### src/rtl/lsu_pkg.sv
// lsu_pkg: shared types and helpers for the MEM-stage load/store controller.
//   state_e      : controller states
//   F3_*         : RISC-V fun3 encodings handled by the byte-lane wrapper
//   access_legal : (store, fun3, byte offset) -> access is supported
package lsu_pkg;

  typedef enum logic [1:0] {
    IDLE = 2'd0,
    REQ  = 2'd1,
    RESP = 2'd2,
    ERR  = 2'd3
  } state_e;

  localparam logic [2:0] F3_B  = 3'b000;
  localparam logic [2:0] F3_H  = 3'b001;
  localparam logic [2:0] F3_W  = 3'b010;
  localparam logic [2:0] F3_BU = 3'b100;
  localparam logic [2:0] F3_HU = 3'b101;
  localparam logic [2:0] F3_WU = 3'b110;

  // Halfwords may sit at offsets 00/01/10 because the wrapper shifts within
  // the word; only an access crossing the word boundary is rejected.
  // Unsigned variants only make sense for loads.
  function automatic logic access_legal(input logic       store,
                                        input logic [2:0] fun3,
                                        input logic [1:0] off);
    logic legal;
    legal = 1'b0;
    case (fun3)
      F3_B:    legal = 1'b1;
      F3_H:    legal = (off != 2'b11);
      F3_W:    legal = (off == 2'b00);
      F3_BU:   legal = !store;
      F3_HU:   legal = !store && (off != 2'b11);
      F3_WU:   legal = !store && (off == 2'b00);
      default: legal = 1'b0;
    endcase
    return legal;
  endfunction

endpackage

### src/rtl/lsu_mem_ctrl_align_chk.sv
// lsu_align_chk: combinational legality check of a load/store access.
// Also instantiated by the trap unit to classify the same fault.
//   store : 1 = store, 0 = load
//   fun3  : RISC-V fun3 of the access
//   off   : byte address bits [1:0]
//   legal : 1 when the access is supported
module lsu_align_chk
  import lsu_pkg::*;
(
  input  logic       store,
  input  logic [2:0] fun3,
  input  logic [1:0] off,
  output logic       legal
);

  assign legal = access_legal(store, fun3, off);

endmodule

### src/rtl/lsu_mem_ctrl.sv
// lsu_mem_ctrl: MEM-stage load/store sequencer between the pipeline and the
// data memory / byte-lane wrapper. One access at a time; stalls the pipeline
// until the memory acknowledges, or raises a one-cycle error pulse.
//
//   state | meaning
//   IDLE  | waiting; stall follows req_valid, request latched on accept
//   REQ   | dmem_req held until dmem_ack or TIMEOUT cycles elapse
//   RESP  | done_o pulse, wrap_load for loads, pipeline released
//   ERR   | err_align or err_timeout pulse, pipeline released
//
// Ports:
//   clk, rst_n                  : clock, async active-low reset
//   req_valid/store/fun3/addr/wdata : pipeline request
//   stall_o, done_o, rdata_o    : pipeline handshake and captured read word
//   err_align, err_timeout      : trap pulses
//   wrap_*                      : byte-lane wrapper controls (latched)
//   dmem_req/we/addr, dmem_ack/rdata : data-memory handshake
module lsu_mem_ctrl
  import lsu_pkg::*;
#(
  parameter int TIMEOUT = 15,
  parameter int ADDR_W  = 32
) (
  input  logic              clk,
  input  logic              rst_n,
  input  logic              req_valid,
  input  logic              req_store,
  input  logic [2:0]        req_fun3,
  input  logic [ADDR_W-1:0] req_addr,
  input  logic [31:0]       req_wdata,
  output logic              stall_o,
  output logic              done_o,
  output logic [31:0]       rdata_o,
  output logic              err_align,
  output logic              err_timeout,
  output logic              wrap_mem_en,
  output logic              wrap_load,
  output logic [1:0]        wrap_byteadd,
  output logic [2:0]        wrap_fun3,
  output logic [31:0]       wrap_data,
  output logic              dmem_req,
  output logic              dmem_we,
  output logic [ADDR_W-1:0] dmem_addr,
  input  logic              dmem_ack,
  input  logic [31:0]       dmem_rdata
);

  localparam int CNT_W = $clog2(TIMEOUT + 1);
  // Expiry is detected on the last allowed REQ cycle so that dmem_req is
  // asserted for exactly TIMEOUT cycles.
  localparam logic [CNT_W-1:0] CNT_LAST = CNT_W'(TIMEOUT - 1);

  state_e            state_q, state_d;
  logic              store_q;
  logic [2:0]        fun3_q;
  logic [ADDR_W-1:0] addr_q;
  logic [31:0]       wdata_q;
  logic [31:0]       rdata_q;
  logic [CNT_W-1:0]  cnt_q;
  logic              tmo_q;
  logic              legal;
  logic              expire;

  lsu_align_chk u_align_chk (
    .store (req_store),
    .fun3  (req_fun3),
    .off   (req_addr[1:0]),
    .legal (legal)
  );

  assign expire = (cnt_q == CNT_LAST);

  always_ff @(posedge clk or negedge rst_n) begin
    if (!rst_n) begin
      state_q <= IDLE;
      store_q <= 1'b0;
      fun3_q  <= '0;
      addr_q  <= '0;
      wdata_q <= '0;
      rdata_q <= '0;
      cnt_q   <= '0;
      tmo_q   <= 1'b0;
    end else begin
      state_q <= state_d;
      case (state_q)
        IDLE: begin
          if (req_valid) begin
            store_q <= req_store;
            fun3_q  <= req_fun3;
            addr_q  <= req_addr;
            wdata_q <= req_wdata;
            cnt_q   <= '0;
            tmo_q   <= 1'b0;
          end
        end
        REQ: begin
          if (dmem_ack) begin
            if (!store_q) rdata_q <= dmem_rdata;
          end else begin
            cnt_q <= cnt_q + CNT_W'(1);
            if (expire) tmo_q <= 1'b1;
          end
        end
        default: ;
      endcase
    end
  end

  always_comb begin
    state_d     = state_q;
    stall_o     = 1'b0;
    done_o      = 1'b0;
    err_align   = 1'b0;
    err_timeout = 1'b0;
    wrap_mem_en = 1'b0;
    wrap_load   = 1'b0;
    dmem_req    = 1'b0;
    dmem_we     = 1'b0;
    case (state_q)
      IDLE: begin
        // Gated with rst_n so the stall drops the instant reset asserts,
        // even while the pipeline still holds req_valid.
        stall_o = req_valid && rst_n;
        if (req_valid) state_d = legal ? REQ : ERR;
      end
      REQ: begin
        stall_o     = 1'b1;
        dmem_req    = 1'b1;
        dmem_we     = store_q;
        wrap_mem_en = store_q;
        if (dmem_ack)    state_d = RESP;
        else if (expire) state_d = ERR;
      end
      RESP: begin
        done_o    = 1'b1;
        wrap_load = !store_q;
        state_d   = IDLE;
      end
      ERR: begin
        err_align   = !tmo_q;
        err_timeout = tmo_q;
        state_d     = IDLE;
      end
      default: state_d = IDLE;
    endcase
  end

  assign rdata_o      = rdata_q;
  assign wrap_byteadd = addr_q[1:0];
  assign wrap_fun3    = fun3_q;
  assign wrap_data    = wdata_q;
  assign dmem_addr    = {addr_q[ADDR_W-1:2], 2'b00};

endmodule

### config.mk
export PLATFORM = sky130hd
export DESIGN_NAME = lsu_mem_ctrl
export DESIGN_NICKNAME = d
export VERILOG_FILES = /design/src/rtl/lsu_pkg.sv /design/src/rtl/lsu_mem_ctrl_align_chk.sv /design/src/rtl/lsu_mem_ctrl.sv
export SDC_FILE = /design/constraint.sdc
export NUM_CORES = 1
export LEC_CHECK = 0
export ABC_AREA = 1
export BUFFER_PORTS_ARGS = -buffer_cell sky130_fd_sc_hd__buf_2
export CAP_MARGIN = 20
export CORE_MARGIN = 8
export CORE_UTILIZATION = 50
export DETAILED_ROUTE_END_ITERATION = 7
export PLACE_DENSITY = 0.86
export SETUP_SLACK_MARGIN = 0.5
export SYNTH_ARGS = -nofsm -noshare
export SYNTH_HDL_FRONTEND = slang
export SYNTH_SLANG_ARGS = --single-unit
### constraint.sdc
create_clock -name clk -period 1.85 [get_ports clk]
set_input_delay 0.185 -clock clk [delete_from_list [all_inputs] [get_ports clk]]
set_output_delay 0.185 -clock clk [all_outputs]
set_load 0.02 [all_outputs]
==> results of run 1 <==
worst max-delay path: cells and delay by family, from the launching register on:
family / cells / cell delay, ns
buf+inv: 3 / 0.48
flops: 1 / 0.48
simple gates: 4 / 0.44
where the power goes:
group | switching, W | internal, W | total [W]
sequential | 0.000772 | 0.00341 | 0.00418
combinational | 0.00367 | 0.00233 | 0.00600
clock | 0.000772 | 0.000533 | 0.00130
total | 0.00521 | 0.00627 | 0.0115
cell type report:
class / instances / area [µm²]
sequential: 107 / 2679
timing repair buffer: 250 / 1714
antenna: 1 / 2.502
multi-input combinational: 316 / 1657
fill: 575 / 2097
clock inverter: 3 / 23.77
tap: 108 / 135.1
inverter: 43 / 178.9
clock buffer: 13 / 148.9
cell usage after synthesis, types with 2 or more instances:
master      n  share of area
dfrtp_1   107           0.61
nor2_1      9         0.0077
buf_2       4         0.0046
clkbuf_1    6         0.0051
o21ai_1    13          0.015
nand3_1     6         0.0068
o21ai_2    19          0.038
nor3_1      2         0.0023
a21oi_1     5         0.0057
buf_4       5         0.0085
nand2_1   244           0.21
nand2_4     2         0.0051
inv_1      40          0.034
buf_6       9          0.023
ha_1        2         0.0057
o21ai_0     7         0.0080
inv_2       3         0.0026
worst max path at each step:
stage                         endpoint  cells after the start  slack, ns
after floorplan            wrap_mem_en                      4       0.53
after detailed placement     addr_q[3]                      6       0.35
after global routing       rdata_o[20]                      7       0.33
after CTS                      stall_o                      3       0.38
final                       addr_q[29]                      7       0.39
after global placement    wrap_data[4]                      6       0.42
cells by family after synthesis:
group                      Yosys count
AOI/OAI and AO/OA                   45
DFF                                107
and+or+nand+nor                    266
adders and majority gates            2
other                                1
buffers and inverters               67
sequential cells by signal, summed over array words and instances (netlist names):
register	cells
addr_q	32
wrap_data	32
rdata_o	32
tmo_q	1
wrap_fun3	3
state_q	2
store_q	1
cnt_q	4
routing by layer:
layer | track usage | share of wire | vias to the layer above
met5 | 0 | 0.00073 | -
met4 | 0.08872 | 0.031 | 2
met3 | 0.08734 | 0.11 | 42
met2 | 0.3338 | 0.51 | 195
met1 | 0.2185 | 0.35 | 1998
li1 | - | - | 1947
repair_timing:
item,4_1_cts,5_1_grt
pin swaps,2,2
endpoints found under the setup margin,59,77
hold buffers,11,1
gates resized for setup,26,83
buffers inserted,3,5
gates cloned,1,14
endpoints found under the hold margin,117,1
stage by stage:
step	area, µm²	util	power (W)	hold slack, ns
floorplan	4399	-	0.007099	-0.1106
global placement	5477	0.6342	0.008617	0.3286
detailed placement	5477	0.6342	0.008801	0.3217
CTS	5888	0.6818	0.01036	0.0005817
global route	6539	0.7572	0.01215	-0.0009377
finish	6539	0.7572	0.01148	0.01396
==> summary.txt, run 1 <==
Status
  • Outcome: completed

Floorplan
  • Die area: around 0.012 mm²
  • Die width: 109.8 µm
  • Core area: between 0.008 and 0.009 mm²
  • Die extent in y: approximately 110 µm
  • Row count: 34
  • Num ports: about 210
  • Initial Utilization: 0.5090

Yosys
  • Synth warn: 0
  • Ys flop type: dfrtp_1
  • Largest family of logic cells by synthesized area: simple AND/OR/NAND/NOR gates
  • Mean Syn Cell Area: roughly 9 µm²
  • Post-synthesis xor/xnor area fraction: 0
  • Post-synth ARST share: 1.000
  • EDFF count, synth: 0
  • Netlist Area Pre-Place: about 0.0044 mm²
  • Synth Area in Adders: 0.005693
  • #FFs+latches synth: 107
  • Synth Area in Compound Gates: 0.06803
  • Post-Synthesis Cells: ~500
  • Simple-Gate Fraction of Synth Area: 0.2383
  • Sequential area share after synthesis: 0.6092
  • Count of different cell masters after synthesis: 22
  • Mux cell area share after synthesis: 0

Worst setup path
  • CP startpoint: state_q[0]
  • Worst Path Required: between 2 and 2.5 ns
  • Crit path launch type: flop
  • Crit path kind: reg2reg
  • Worst flop-to-flop path endpoint: addr_q[29]
  • Critical path, cell by cell: buf_4 -> nor2_4 -> nand2_8 -> clkinv_8 -> clkbuf_16 -> nand2_1 -> nand2_1
  • Reg2Reg Depth: 7
  • CP peak stage delay: between 0.4 and 0.5 ns
  • Arr. time, crit path: around 1.8 ns
  • Crit. End Element: flop
  • CP max stage cell: dfrtp_2
  • Cell mode on critical path: nand2_1
  • Reg2reg setup slack: 0.39 ns
  • R2R Path Start: state_q[0]
  • Critical path peak fanout: 11

Detailed routing
  • Final WL: approximately 15000 µm
  • Detailed Routing Iterations Pass 1: 4
  • DR DRC count: 0
  • Routed wire per std cell: approximately 18 µm
  • DR vias/cell: roughly 5.0
  • DRT antenna net count: 0
  • DR vias: about 4200
  • Iter 0 DRT Violations: 165

Clocking
  • Total clock buffers created by CTS: 9
  • Clock Tree Buf Depth: 2
  • H-tree depth: 3
  • Clock network latency to the later pin of the worst-skew pair: 0.36 ns
  • Clock edge transition at the registers on the reported setup and hold paths: approximately 0.10 ns
  • CTS tree: done
  • Clock sinks: around 110
  • Clock root buffer: clkbuf_8

Layout
  • Synth-to-Final Area Change: 48.76%
  • Fin cells: approximately 840
  • Most common cell after layout, fill and taps aside: nand2_1
  • Net count reported at finish: roughly 830
  • Share of layout cells above drive strength 1: 0.4413
  • Most frequent cells in the layout: nand2_1, buf_2, dfrtp_1

Power
  • Leakage Power: ~3.7 nW
  • Pwr/cell area: between 1500 and 2000 mW/mm²
  • Peak VDD IR: ~960 µV

Placed design
  • Final HPWL DP: between 8000 and 9000 µm
  • Placed cells: ~790
  • PortBufs: 210
  • Gp weighted congestion: between 0.8 and 0.9
  • Place WS: approximately 0.35 ns

Timing
  • Shortest period the worst path allows: ~1.5 ns
  • Fin. max-slew vios: 0
  • Part of the cycle the worst path needs: 0.7886
  • Fmax achieved: 685.4 MHz
  • Worst-Margin Slew: 0.5572 ns
  • Final WS setup: between 0.3 and 0.4 ns
  • Rel. slew slack: 0.6285
  • RSZ-0062 raised after global routing: yes
  • Clk_skew: 0.01767 ns
  • Final Hold Vio Count: 0
  • TNS Setup: 0 ns
  • Final setup fails: 0

Worst hold path
  • Hold Path End: wrap_data[21]
  • Hold depth: 3
  • Hold Crit Start: req_wdata[21]
  • Worst Hold Class: in2reg

Global routing
  • Largest net degree at the start of global routing: approximately 110
  • First-pass GRT wire length: approximately 19000 µm
  • Vias in the first global route: 3913
  • GRT overflow: 0
  • GRT Total Usage: 0.2007
  • Initial antenna violation count: 2

Flow run
  • Max-Cap Viols: 0
Power figures use the tool's default switching activity.
==> run 2: changes to the inputs <==
- CORE_UTILIZATION: 50 -> 46
- PLACE_DENSITY: 0.86 -> 0.8
- clock period: 1.85 -> 1.49 ns (I/O delays scaled with it)
==> run 2 against run 1 <==
- the run now fails in global routing
- area after synthesis did not move
- synthesized cell count did not move
==> summary.txt, run 2 <==
Status
  • Outcome: aborted with a tool error (was completed)
  • Exit stage: global routing
  • Stop Error: [ERROR DPL-0038] Utilization greater than 100%, impossible to legalize

Floorplan
  • Die width: 113.8 µm (was 109.8 µm)
  • Row count: 35 (was 34)
  • Die extent in y: 113.8 µm (was 109.8 µm)
  • Num ports: 213 (unchanged)
  • Initial Utilization: 0.4757 (was 0.5090)

Global routing
  • Largest net degree at the start of global routing: roughly 110

Yosys
  • Synth warn: 0 (unchanged)
  • Area contributors post-synth: dfrtp_1, nand2_1, o21ai_2 (unchanged)
  • Mean Syn Cell Area: 9.007 µm² (unchanged)
  • Netlist Area Pre-Place: 0.004395 mm² (unchanged)
  • Count of different cell masters after synthesis: 22 (unchanged)
  • Post-synth ARST share: 1.000 (unchanged)
  • Sequential area share after synthesis: 0.6092 (unchanged)
  • Synth top cells by count: nand2_1, dfrtp_1, inv_1 (unchanged)
  • Synth area leader: dfrtp_1 (unchanged)
  • Count leader, synth: nand2_1 (unchanged)
  • Post-Synthesis Cells: 488 (unchanged)
  • Yosys top cell area share: 0.6092 (unchanged)
  • EDFF count, synth: 0 (unchanged)
  • Ys flop type: dfrtp_1 (unchanged)
  • #FFs+latches synth: 107 (unchanged)

Timing
  • Worst EP Category: register input
  • GR repair worst EP: wrap_fun3[0]$_DFFE_PN0P_/D

Clocking
  • Clock Tree Buf Depth: 2 (unchanged)
  • Total clock buffers created by CTS: 9 (unchanged)
  • Clock sinks: 107 (unchanged)
  • H-tree depth: 3 (unchanged)
  • Clock root buffer: clkbuf_8 (unchanged)

Placed design
  • PortBufs: 210 (unchanged)
  • Gp weighted congestion: 0.7979 (was 0.8202)
  • Final HPWL DP: 9115 µm (was 8879 µm)
[run 2: cell counts after synthesis]
Identical to the previous run, type by type.
[run 2: what timing repair did]
item | in CTS
pin swaps | 19
hold endpoints to repair | 173
gates cloned | 19
resized for setup | 324
hold buffers | 67
setup buffers | 73
endpoints found under the setup margin | 214
[run 2: logic make-up after synthesis]
kind of cell             synth area share
adder cells (fa/ha/maj)          0.005692
other                           0.0008532
AND/OR/NAND/NOR                    0.2383
AO/OA/AOI/OAI                     0.06803
flip-flops                         0.6092
buffers and inverters             0.07800
[run 2: per-stage QoR]
| step | worst slack [ns] | area [µm²] | hold WS (ns) | std cells | utilization |
|---|---|---|---|---|---|
| floorplan | 0.2610 | 4489 | -0.1466 | 489 | - |
| global placement | 0.1264 | 5633 | 0.2864 | 817 | 0.6096 |
| detailed placement | 0.05918 | 5633 | 0.2905 | 817 | 0.6096 |
| CTS | 0.03814 | 8627 | 0.0005285 | 992 | 0.9336 |
==> run 3: changes to the inputs <==
- CORE_UTILIZATION: 46 -> 40
- PLACE_DENSITY: 0.8 -> not set
- PLACE_DENSITY_LB_ADDON: not set -> 0.15
- SETUP_SLACK_MARGIN: 0.5 -> not set
==> run 3 against run 2 <==
- the run now ends clean
==> summary.txt, run 3 (same netlist as run 1, synthesis figures left out) <==
Layout
  • Most common cell after layout, fill and taps aside: nand2_1
  • Register area: ~0.0027 mm²
  • Most frequent cells in the layout: nand2_1, buf_2, dfrtp_1
  • Net count reported at finish: 880
  • Share of layout cells above drive strength 1: 0.3479
  • Area of the multi-input gates: about 0.0014 mm²
  • Synth-to-Final Area Change: 50.36%
  • Final Util: 0.6123
  • Fillers: slightly above 900

Worst hold path
  • Worst Hold Class: in2reg

Global routing
  • GRT Total Usage: 0.1819
  • Met2 usage in global routing: 0.3095
  • Global-route met3 utilization: 0.06760
  • Largest net degree at the start of global routing: about 110
  • First-pass GRT wire length: around 21000 µm
  • Vias in the first global route: 4411
  • Met1 Resource Use GR: 0.1936
  • GRT Max-Usage Layer: met2
  • Initial antenna violation count: 1
  • GRT overflow: 0

Clocking
  • Clock Tree Buf Depth: 2 (unchanged)
  • Clock root buffer: clkbuf_8 (unchanged)
  • H-tree depth: 3 (unchanged)
  • Total clock buffers created by CTS: 9 (unchanged)
  • Clock network latency to the later pin of the worst-skew pair: between 0.3 and 0.4 ns
  • Clock sinks: 107 (unchanged)
  • CTS tree: done
  • Clock edge transition at the registers on the reported setup and hold paths: ~0.090 ns

Placed design
  • Final HPWL DP: 9067 µm (was 9115 µm)
  • Gp weighted congestion: 0.7710 (was 0.7979)
  • PortBufs: 210 (unchanged)

Detailed routing
  • DR vias/cell: between 4 and 5
  • Iter 0 DRT Violations: 166
  • Final WL: between 10000 and 15000 µm
  • DR vias: roughly 4000
  • Detailed Routing Iterations Pass 1: 4
  • Routed wire per std cell: approximately 14 µm
  • DR DRC count: 0
  • DRT antenna net count: 0

Worst setup path
  • Critical path peak fanout: 5
  • Arr. time, crit path: between 1 and 1.5 ns
  • Crit path buf inv count: 3
  • Cell mode on critical path: buf_4
  • Worst Path Required: 1.34 ns
  • CP max stage cell: dfrtp_1
  • CP peak stage delay: about 0.37 ns
  • Crit path kind: reg2out
  • Crit path launch type: flop
  • Crit-path leading delay family: buffers and inverters
  • Crit. End Element: output pin
  • Critical path, cell by cell: inv_2 -> buf_4 -> nor3_2 -> buf_4

Floorplan
  • Die area: around 0.015 mm²
  • Die extent in y: 120.8 µm (was 113.8 µm)
  • Core area: between 0.01 and 0.015 mm²
  • Die width: 120.8 µm (was 113.8 µm)
  • Num ports: 213 (unchanged)
  • Row count: 38 (was 35)
  • Initial Utilization: 0.4073 (was 0.4757)

Timing
  • Fin. max-slew vios: 0
  • Final setup fails: 0
  • Part of the cycle the worst path needs: 0.9496
  • Final Hold Vio Count: 0
  • Rel. slew slack: 0.6135
  • RSZ-0062 raised after global routing: yes
  • Worst-Margin Slew: approximately 0.58 ns
  • Fmax achieved: 706.7 MHz
  • Clk_skew: between 0.008 and 0.009 ns
  • Shortest period the worst path allows: roughly 1.4 ns

Power
  • Overall power: 0.01330 W
  • Leakage Power: 3.811 nW
  • Pwr/cell area: between 2000 and 2500 mW/mm²
  • Peak VDD IR: around 890 µV

Status
  • Outcome: completed (was aborted with a tool error)

Flow run
  • Max-Cap Viols: 0
## run 3: cell type report
class                      count  share of cell area
multi-input combinational    315              0.2105
inverter                      43             0.02480
clock inverter                 3             0.01041
antenna                        1           0.0003786
clock buffer                  13             0.02556
tap                          140             0.02651
sequential                   107              0.4053
timing repair buffer         298              0.2965
## run 3: stage by stage
step	setup TNS, ns	instances	worst slack (ns)	instance area (µm²)	hold WS [ns]
3_3_place_gp	0	827	0.1658	5574	0.2874
3_5_place_dp	0	827	0.1353	5574	0.2900
6_report	0	920	0.07503	6609	0.02574
4_1_cts	0	916	0.01280	6536	0.0003596
5_1_grt	-0.02315	920	-0.01260	6609	0.001522
2_1_floorplan	0	489	0.1913	4399	-0.1466
## run 3: worst paths after layout
| path | cells after the start | endpoint | slack, ns | from |
|---|---|---|---|---|
| setup reg to reg | 7 | store_q | 0.12 | state_q[1] |
| max in group asynchronous | 3 | rdata_o[3] | 0.63 | rst_n |
| setup / recovery | 4 | err_align | 0.08 | state_q[1] |
| hold / removal | 3 | rdata_o[27] | 0.03 | dmem_rdata[27] |
| min in group asynchronous | 3 | addr_q[1] | 0.39 | rst_n |
| hold reg to reg | 2 | addr_q[30] | 0.48 | addr_q[30] |
## run 3: worst register-to-register path, cell delays in order, from the launching register on
cell       delay (ns)
dfrtp_1          0.40
buf_4            0.15
nor2_4           0.14
nand2_4          0.15
inv_4            0.12
clkbuf_16        0.21
nand2_1          0.06
o21ai_0          0.07
## run 3: power breakdown
part | total, W | internal [W] | switching [W]
registers | 0.00494 | 0.00423 | 0.000717
logic | 0.00633 | 0.00222 | 0.00411
clock network | 0.00203 | 0.00109 | 0.000935
total | 0.0133 | 0.00754 | 0.00576
## run 3: layer usage
metal / vias up / wire [µm] / part of all wire
li1: 2041 / - / -
met1: 1884 / 5177 / 0.39
met2: 152 / 6531 / 0.49
met3: 35 / 1101 / 0.083
met4: 0 / 469 / 0.035
met5: - / 0 / 0
## run 3: timing repair
action,in CTS,in global routing
setup buffers,3,0
cloned,0,1
setup endpoints to repair,4,56
pin swaps,0,0
resized for setup,1,8
hold endpoints to repair,176,2
hold buffers,70,2
